File: src/rtl/mem_rd_stream_pkg.sv
// ----------------------------------------------------------------------------
// Module   : mem_rd_stream_pkg
// Brief    : Shared state encodings and buffer depth for the read sequencer
// Revision : 1.0 - initial release
// ----------------------------------------------------------------------------
`timescale 1ns/1ps
`default_nettype none

package mem_rd_stream_pkg;

   // Sequencer states; encodings are fixed so debug views stay stable
   typedef enum logic [1:0] {
      ST_IDLE  = 2'd0,
      ST_READ  = 2'd1,
      ST_DRAIN = 2'd2
   } state_t;

   // Output buffer depth; also the read credit limit
   localparam int FIFO_DEPTH = 2;

endpackage

`default_nettype wire

File: src/rtl/sync_fifo_2.sv
// ----------------------------------------------------------------------------
// Module   : sync_fifo_2
// Brief    : Two-entry register FIFO, head entry always presented at head
// Revision : 1.0 - initial release
// ----------------------------------------------------------------------------
`timescale 1ns/1ps
`default_nettype none

module sync_fifo_2
   import mem_rd_stream_pkg::*;
#(
   parameter int WIDTH = 64
) (
   input  logic             clk,
   input  logic             rst_n,
   input  logic             push,
   input  logic [WIDTH-1:0] wdata,
   input  logic             pop,
   output logic [1:0]       cnt,
   output logic [WIDTH-1:0] head
);

   logic [WIDTH-1:0] entry0;
   logic [WIDTH-1:0] entry1;
   logic             pop_ok;
   logic             push_ok;

   // Pop only with data present; push into a full buffer only alongside a pop
   assign pop_ok  = pop & (cnt != 2'd0);
   assign push_ok = push & ((cnt < 2'(FIFO_DEPTH)) | pop_ok);
   assign head    = entry0;

   // Shift-style storage: entry0 is always the oldest word
   always_ff @(posedge clk or negedge rst_n) begin
      if (!rst_n) begin
         entry0 <= '0;
         entry1 <= '0;
         cnt    <= 2'd0;
      end else begin
         case ({push_ok, pop_ok})
            2'b10: begin
               if (cnt == 2'd0) entry0 <= wdata;
               else             entry1 <= wdata;
               cnt <= cnt + 2'd1;
            end
            2'b01: begin
               entry0 <= entry1;
               cnt    <= cnt - 2'd1;
            end
            2'b11: begin
               if (cnt == 2'd1) begin
                  entry0 <= wdata;
               end else begin
                  entry0 <= entry1;
                  entry1 <= wdata;
               end
            end
            default: ;
         endcase
      end
   end

endmodule

`default_nettype wire

File: src/rtl/mem_rd_stream.sv
// ----------------------------------------------------------------------------
// Module   : mem_rd_stream
// Brief    : Issues LEN consecutive reads from a 1-cycle-latency memory and
//            returns the words on a valid/ready stream via a 2-entry buffer
// Revision : 1.0 - initial release
// ----------------------------------------------------------------------------
`timescale 1ns/1ps
`default_nettype none

module mem_rd_stream
   import mem_rd_stream_pkg::*;
#(
   parameter int ADDR_WIDTH = 8,
   parameter int MEM_DEPTH  = 256,
   parameter int WORD_BYTES = 8
) (
   input  logic                    clk,
   input  logic                    rst_n,
   input  logic                    start,
   input  logic [ADDR_WIDTH-1:0]   base_addr,
   input  logic [ADDR_WIDTH:0]     len,
   output logic                    busy,
   output logic                    done,
   output logic                    err,
   output logic                    mem_ce,
   output logic                    mem_we,
   output logic [ADDR_WIDTH-1:0]   mem_addr,
   output logic [WORD_BYTES-1:0]   mem_be,
   input  logic [8*WORD_BYTES-1:0] mem_rd_data,
   output logic [8*WORD_BYTES-1:0] out_data,
   output logic                    out_valid,
   input  logic                    out_ready
);

   localparam int                    DW        = 8 * WORD_BYTES;
   localparam logic [ADDR_WIDTH+1:0] DEPTH_LIM = (ADDR_WIDTH+2)'(MEM_DEPTH);

   state_t                state;
   logic [ADDR_WIDTH-1:0] addr_q;
   logic [ADDR_WIDTH-1:0] addr_hold;
   logic [ADDR_WIDTH:0]   rem_q;
   logic                  pending;
   logic [1:0]            fifo_cnt;
   logic                  pop;
   logic [2:0]            credit;
   logic                  issue;
   logic [ADDR_WIDTH+1:0] end_addr;

   // Range check is done two bits wider than the address so it cannot wrap
   assign end_addr = {2'b00, base_addr} + {1'b0, len};

   // Words held or in flight after this cycle decide whether a read may issue
   assign pop    = out_valid & out_ready;
   assign credit = {1'b0, fifo_cnt} + {2'b00, pending} - {2'b00, pop};
   assign issue  = (state == ST_READ) && (rem_q != '0) && (credit < 3'(FIFO_DEPTH));

   // The address bus shows the live address when reading, else the last one used
   assign mem_ce    = issue;
   assign mem_addr  = issue ? addr_q : addr_hold;
   assign mem_we    = 1'b0;
   assign mem_be    = '0;
   assign out_valid = (fifo_cnt != 2'd0);

   // Command sequencing, read issue bookkeeping and status pulses
   always_ff @(posedge clk or negedge rst_n) begin
      if (!rst_n) begin
         state     <= ST_IDLE;
         addr_q    <= '0;
         addr_hold <= '0;
         rem_q     <= '0;
         pending   <= 1'b0;
         busy      <= 1'b0;
         done      <= 1'b0;
         err       <= 1'b0;
      end else begin
         done    <= 1'b0;
         err     <= 1'b0;
         pending <= issue;
         if (issue) begin
            addr_hold <= addr_q;
            addr_q    <= addr_q + ADDR_WIDTH'(1);
            rem_q     <= rem_q - (ADDR_WIDTH+1)'(1);
         end
         case (state)
            ST_IDLE: begin
               if (start) begin
                  if (end_addr > DEPTH_LIM) begin
                     err <= 1'b1;
                  end else if (len == '0) begin
                     done <= 1'b1;
                  end else begin
                     addr_q <= base_addr;
                     rem_q  <= len;
                     busy   <= 1'b1;
                     state  <= ST_READ;
                  end
               end
            end
            ST_READ: begin
               if (issue && (rem_q == (ADDR_WIDTH+1)'(1))) state <= ST_DRAIN;
            end
            ST_DRAIN: begin
               if (!pending && (fifo_cnt == 2'd0)) begin
                  done  <= 1'b1;
                  busy  <= 1'b0;
                  state <= ST_IDLE;
               end
            end
            default: state <= ST_IDLE;
         endcase
      end
   end

   // Read data is valid only the cycle after an issue, so push exactly then
   sync_fifo_2 #(
      .WIDTH (DW)
   ) u_fifo (
      .clk   (clk),
      .rst_n (rst_n),
      .push  (pending),
      .wdata (mem_rd_data),
      .pop   (pop),
      .cnt   (fifo_cnt),
      .head  (out_data)
   );

endmodule

`default_nettype wire
File: config.mk
export PLATFORM = sky130hd
export DESIGN_NAME = mem_rd_stream
export DESIGN_NICKNAME = d
export VERILOG_FILES = /design/src/rtl/mem_rd_stream_pkg.sv /design/src/rtl/sync_fifo_2.sv /design/src/rtl/mem_rd_stream.sv
export SDC_FILE = /design/constraint.sdc
export NUM_CORES = 1
export LEC_CHECK = 0
export CORE_MARGIN = 2
export CORE_UTILIZATION = 54
export DETAILED_ROUTE_END_ITERATION = 8
export PLACE_DENSITY = 0.84
export SLEW_MARGIN = 20
export SYNTH_ARGS = -nofsm -noshare
export SYNTH_HDL_FRONTEND = slang
export SYNTH_SLANG_ARGS = --single-unit
File: constraint.sdc
create_clock -name clk -period 4.8 [get_ports clk]
set_input_delay 0.48 -clock clk [delete_from_list [all_inputs] [get_ports clk]]
set_output_delay 0.48 -clock clk [all_outputs]
set_load 0.005 [all_outputs]
==> results of run 1 <==
-- power breakdown --
part / switching (mW) / internal [mW] / total [mW]
Sequential: 0.449 / 2.07 / 2.51
Combinational: 1.37 / 1.63 / 2.99
Clock: 0.541 / 0.809 / 1.35
-- routing by layer --
metal	vias up	share of wire, %
met5	-	0
met3	28	6.7
li1	2626	-
met2	197	52
met4	0	1.9
met1	2875	40
-- cells in the mapped netlist (all sizes together) (2+ instances only) --
cell,count
o2111ai,2
nand4,4
ha,17
xor2,5
nor2b,3
and3,3
dfrtp,161
a22oi,65
o21ai,8
fa,2
inv,16
mux2i,3
nor3,3
nand2,43
buf,15
o311ai,2
nand3b,2
a21oi,72
clkbuf,32
nor4,3
nand2b,5
xnor2,15
nor2,76
nand3,6
mux2,78
-- kinds of logic after synthesis --
kind of cell | Yosys count | synth area share [%]
flops | 161 | 54.2
other cells | 1 | 0.0505
buf+inv | 63 | 4.08
simple gates | 153 | 9.01
fa+ha+maj | 19 | 3.40
mux | 81 | 12.5
xor+xnor | 20 | 2.36
compound gates | 163 | 14.4
-- worst max-delay path: stages, from the launching register on --
cell and delay, ns:
dfrtp_1 0.46, inv_1 0.09, ha_1 0.24, inv_1 0.15
nand2_1 0.22, inv_1 0.21, ha_1 0.26, nand2b_1 0.16
fa_1 0.40, xnor2_1 0.14, and3_1 0.20, o21ai_4 0.17
clkinv_4 0.19, nand2_1 0.12, nand2_1 0.08, clkdlybuf4s50_1 0.46
-- cell type report --
| cell class | instances | area, um2 |
|---|---|---|
| Timing Repair inverter | 1 | 5.00 |
| Sequential cell | 161 | 4030 |
| Fill cell | 911 | 3610 |
| Clock buffer | 21 | 470 |
| Multi-Input combinational cell | 445 | 3160 |
| Inverter | 16 | 65.1 |
| Timing Repair Buffer | 166 | 1650 |
| Clock inverter | 11 | 129 |
| Tap cell | 176 | 220 |
-- flip-flops by register name (all words and copies together) (netlist names), 2 cells and up --
name	flops
addr_hold	8
addr_q	8
rem_q	9
state	2
u_fifo.cnt	2
u_fifo.entry1	64
u_fifo.head	64
-- what timing repair did --
| item | in CTS | in global routing |
|---|---|---|
| resized for setup | 0 | 5 |
| hold buffers | 0 | 0 |
| setup endpoints to repair | 0 | 9 |
-- worst min path at each step --
stage / start / depth (start not counted) / endpoint / slack, ns
after floorplan: rst_n / 0 / addr_hold[0] / 0.18
after global routing: rst_n / 1 / addr_hold[2] / 0.23
final: rst_n / 1 / addr_hold[2] / 0.17
after global placement: state[0] / 1 / done / 0.45
after CTS: rst_n / 1 / addr_hold[3] / 0.22
after detailed placement: state[0] / 1 / done / 0.46
-- through the flow --
stage               area [um2]  power, mW
global placement          9120       5.29
floorplan                 7460       4.14
global route              9740       7.32
CTS                       9720       6.86
finish                    9740       6.86
detailed placement        9120       5.47
==> flow_metrics.py, run 1 <==
metrics = {
    "placed_design": {
        "portBuffers": 161,
        "gp_congestion": 0.872,
        "placed_cells": 964,
        "post-place-ws_ns": 0.578,
        "dpl.hpwl_um": 12100,
    },
    "die": {
        "rows": 42,
        "coreArea_um2": 13300,
        "die-area_um2": 14700,
        "fp.dieW_um": 121,
        "die_h_um": 121,
        "pin_count": 171,
        "start_util_pct": 55.7,
    },
    "clock_tree": {
        "cts_root_buffer": "clkbuf_16",
        "cts_tree": "done",
        "post_cts_buffers": 0,
        "cts.reportedPaths.clkPinSlew_ns": 0.06,
        "cts_buffer_depth": 2,
        "insertion_delay_ns": 0.42,
        "cts_made_buffers": 17,
        "cts.sinks": 161,
        "htree_levels": 4,
    },
    "routing": {
        "ant_nets": 0,
        "drt-total-wl_um": 18200,
        "drt_iter0_drc": 335,
        "vias_per_cell": 5.74,
        "drc": 0,
        "dr.pass1.iters": 6,
        "post_drt_wl_per_cell_um": 18.3,
        "vias": 5726,
    },
    "final_layout": {
        "diodes": 0,
        "final_nets": 912,
        "area_delta_synth_final_pct": 31.1,
        "post-route-util_pct": 72.9,
        "layout_common_cells": "dfrtp_1 (161), clkdlybuf4s50_1 (160), nor2_1 (75)",
        "layout.cells.most_common": "dfrtp_1",
        "stdcell_count": 997,
        "drive_gt1_share_pct": 15.5,
    },
    "sta": {
        "layout_min_cycle_time_ns": 4.45,
        "period_share_pct": 92.8,
        "fin_skew_ns": 0.0131,
        "hold_viol_final": 0,
        "tightest_slew_ns": 0.938,
        "fin_ws_ns": 0.347,
        "fin_setup_tns_ns": 0,
        "timing.fmax_mhz": 225,
        "whs_ns": 0.174,
        "rsz0062_at_grt": "no",
        "setup_violations": 0,
        "slew_violations": 0,
        "slew_headroom_pct": 37.5,
    },
    "yosys": {
        "synth_edf_count": 0,
        "netlist.area_leader.share_pct": 54.2,
        "synthFlopType": "dfrtp_1",
        "async_flop_share_pct": 100,
        "netlist_top_cells_area": "dfrtp_1 (54%), mux2_2 (11%), a22oi_1 (6.6%), a21oi_1 (4.9%), nor2_1 (3.8%)",
        "yosysTopAreaCell": "dfrtp_1",
        "synth_cell_types": 55,
        "yosysWarnings": 0,
        "ys_seq_elements": 161,
        "synth_seq_area_share_pct": 54.2,
        "netlist_instances": 661,
        "avgSynthCellArea_um2": 11.2,
        "syn_area_um2": 7430,
    },
    "worst_setup_path": {
        "reg2reg_to": "addr_q[7]",
        "crit_path_start_kind": "flip-flop",
        "worstReg2RegStart": "u_fifo.cnt[1]",
        "crit_required_ns": 4.32,
        "cp-end-kind": "output port",
        "worstRegToRegCells": 16,
        "worstPathArrival_ns": 3.97,
        "crit_fanout": 12,
        "path_class": "reg -> out",
        "cp-endpoint": "mem_addr[0]",
        "critPathLaunch": "u_fifo.cnt[1]",
        "rrSetupSlack_ns": 1.00,
    },
    "grt": {
        "met1_usage_pct": 31.7,
        "grtUsageTotal_pct": 25.8,
        "use_met3_pct": 7.61,
        "grt_max_degree": 129,
        "met2_usage_pct": 43.7,
        "grt_pass1_vias": 6096,
        "top_usage_layer": "met2",
        "grt_first_pass_wirelength_um": 30000,
        "antenna_found_initial": 0,
        "overflow": 0,
    },
    "status": {
        "status": "completed",
    },
    "power_and_ir_drop": {
        "p_leak_nw": 4.09,
        "powerDensity_nw_per_um2": 705,
        "max-vdd-ir-drop_v": 0.000430,
    },
    "flow_run": {
        "maxCapViolations": 0,
    },
    "hold_path": {
        "hold_class": "in -> async",
    },
}
Note: power is estimated with default switching activity, not from simulation.
==> inputs of run 2 (changes only) <==
--- a/config.mk
+++ b/config.mk
@@ -5,7 +5,8 @@
 export SDC_FILE = /design/constraint.sdc
 export NUM_CORES = 1
 export LEC_CHECK = 0
-export CORE_MARGIN = 2
+export ABC_CLOCK_PERIOD_IN_PS = 4800
+export CORE_MARGIN = 4
 export CORE_UTILIZATION = 54
 export DETAILED_ROUTE_END_ITERATION = 8
 export PLACE_DENSITY = 0.84
==> flow_metrics.py, run 2 (synthesized netlist as in run 1, its figures left out) <==
metrics = {
    "placed_design": {
        "gp_congestion": 0.858,
        "dpl.hpwl_um": 12300,
        "placed_cell_area_um2": 9140,
        "portBuffers": 161,
    },
    "status": {
        "status": "completed",
    },
    "die": {
        "pin_count": 171,
        "start_util_pct": 55.7,
        "die_h_um": 125,
        "fp.dieW_um": 125,
        "rows": 42,
        "die-area_um2": 15700,
        "coreArea_um2": 13300,
    },
    "clock_tree": {
        "cts_root_buffer": "clkbuf_16",
        "cts.reportedPaths.clkPinSlew_ns": 0.07,
        "cts_buffer_depth": 2,
        "cts_made_buffers": 17,
        "cts.sinks": 161,
        "insertion_delay_ns": 0.42,
        "htree_levels": 4,
        "cts_hold_buffers": 0,
        "cts_tree": "done",
    },
    "worst_setup_path": {
        "crit_required_ns": 4.32,
        "crit_path_start_kind": "flip-flop",
        "crit_chain": "inv_1 > ha_1 > inv_1 > nand2_2 > inv_1 > ha_1 > nand2b_1 > fa_1 > xnor2_1 > and3_1 > o21ai_2 > inv_4 > nand2_1 > nand2_1 > clkdlybuf4s50_1",
        "worstPathArrival_ns": 3.99,
        "critPathMaxStageDelay_ns": 0.51,
        "slowest_stage": "clkdlybuf4s50_1",
        "cp-end-kind": "output port",
        "crit_fanout": 23,
        "path_class": "reg -> out",
        "cpMostUsedCell": "inv_1",
    },
    "routing": {
        "drt-total-wl_um": 17800,
        "drt_iter0_drc": 362,
        "ant_nets": 0,
        "drc": 0,
        "dr.pass1.iters": 5,
        "vias": 5701,
        "post_drt_wl_per_cell_um": 17.8,
        "vias_per_cell": 5.72,
    },
    "grt": {
        "grt_max_degree": 97,
        "grt_first_pass_wirelength_um": 29700,
        "grtUsageTotal_pct": 23.2,
        "grt_pass1_vias": 6093,
        "antenna_found_initial": 0,
        "overflow": 0,
    },
    "final_layout": {
        "diodes": 0,
        "layout_common_cells": "dfrtp_1 (161), clkdlybuf4s50_1 (160), nor2_1 (75)",
        "final_nets": 912,
        "post-route-util_pct": 72.8,
        "area_delta_synth_final_pct": 30.7,
        "fin_area_um2": 9710,
        "drive_gt1_share_pct": 15.7,
        "layout.cells.most_common": "dfrtp_1",
        "fill_cells": 913,
    },
    "sta": {
        "timing.fmax_mhz": 224,
        "hold_viol_final": 0,
        "period_share_pct": 93.1,
        "setup_violations": 0,
        "tightest_slew_ns": 0.946,
        "slew_violations": 0,
        "layout_min_cycle_time_ns": 4.47,
        "fin_skew_ns": 0.00886,
        "fin_setup_tns_ns": 0,
        "slew_headroom_pct": 37.0,
        "rsz0062_at_grt": "no",
    },
    "power_and_ir_drop": {
        "p_leak_nw": 4.09,
        "max-vdd-ir-drop_v": 0.000407,
        "total_power_mw": 6.76,
        "powerDensity_nw_per_um2": 696,
    },
    "hold_path": {
        "hold_class": "in -> async",
    },
    "flow_run": {
        "maxCapViolations": 0,
    },
}
## run 2: changes by cell type in the layout (fill, tap and decap cells not counted), sizes merged
cell / previous run / this run
bufinv: 2 / 1
clkinvlp: 5 / 1
clkbuf: 21 / 17
buf: 6 / 7
inv: 16 / 24
## run 2: power by group
part           switching (mW)  internal, mW
registers               0.439          2.06
logic                    1.33          1.62
clock network           0.581         0.729
total                    2.35          4.42
## run 2: worst max-delay path: cells and delay by family (launching register included)
family          cells  cell delay (ns)
simple gates        5             0.73
fa+ha+maj           3             0.88
buf+inv             5             1.18
compound gates      1             0.17
xor+xnor            1             0.16
flops               1             0.44
## run 2: cell type report
| cell class | instances | area [um2] | area share [%] |
|---|---|---|---|
| Inverter | 16 | 62.6 | 0.644 |
| Multi-Input combinational cell | 445 | 3160 | 32.5 |
| Tap cell | 176 | 220 | 2.27 |
| Sequential cell | 161 | 4030 | 41.5 |
| Clock buffer | 17 | 425 | 4.38 |
| Timing Repair Buffer | 167 | 1670 | 17.2 |
| Clock inverter | 15 | 146 | 1.51 |
## run 2: per-layer routing
| metal | part of all wire [%] | GRT usage (%) | vias to the layer above |
|---|---|---|---|
| li1 | - | - | 2630 |
| met1 | 40 | 27.3 | 2841 |
| met2 | 51 | 40.0 | 188 |
| met3 | 6.4 | 6.57 | 42 |
| met4 | 2.9 | 9.95 | 0 |
| met5 | 0 | 0 | - |
## run 2: through the flow
stage | instances | hold WS [ns] | worst slack (ns)
finish | 997 | 0.0204 | 0.329
global route | 997 | 0.0520 | 0.0892
CTS | 997 | 0.0402 | 0.110
detailed placement | 965 | 0.454 | 0.609
global placement | 965 | 0.458 | 0.781
floorplan | 669 | 0.184 | 1.37
## run 2: final timing paths
kind	depth (start not counted)	to	from	slack [ns]
worst max-delay path	15	mem_addr[1]	u_fifo.cnt[1]	0.33
worst min-delay path	1	addr_hold[4]	rst_n	0.02
worst max register to register	16	rem_q[4]	u_fifo.cnt[1]	0.93
worst min register to register	1	done	state[0]	0.48
max in group asynchronous	2	u_fifo.head[1]	rst_n	3.69
min in group clk	1	done	state[0]	0.48
## run 2: what timing repair did
action                                 4_1_cts  5_1_grt
endpoints found under the hold margin        0        0
resized for setup                            0        3
setup endpoints to repair                    0        8
buffers inserted                             0        0
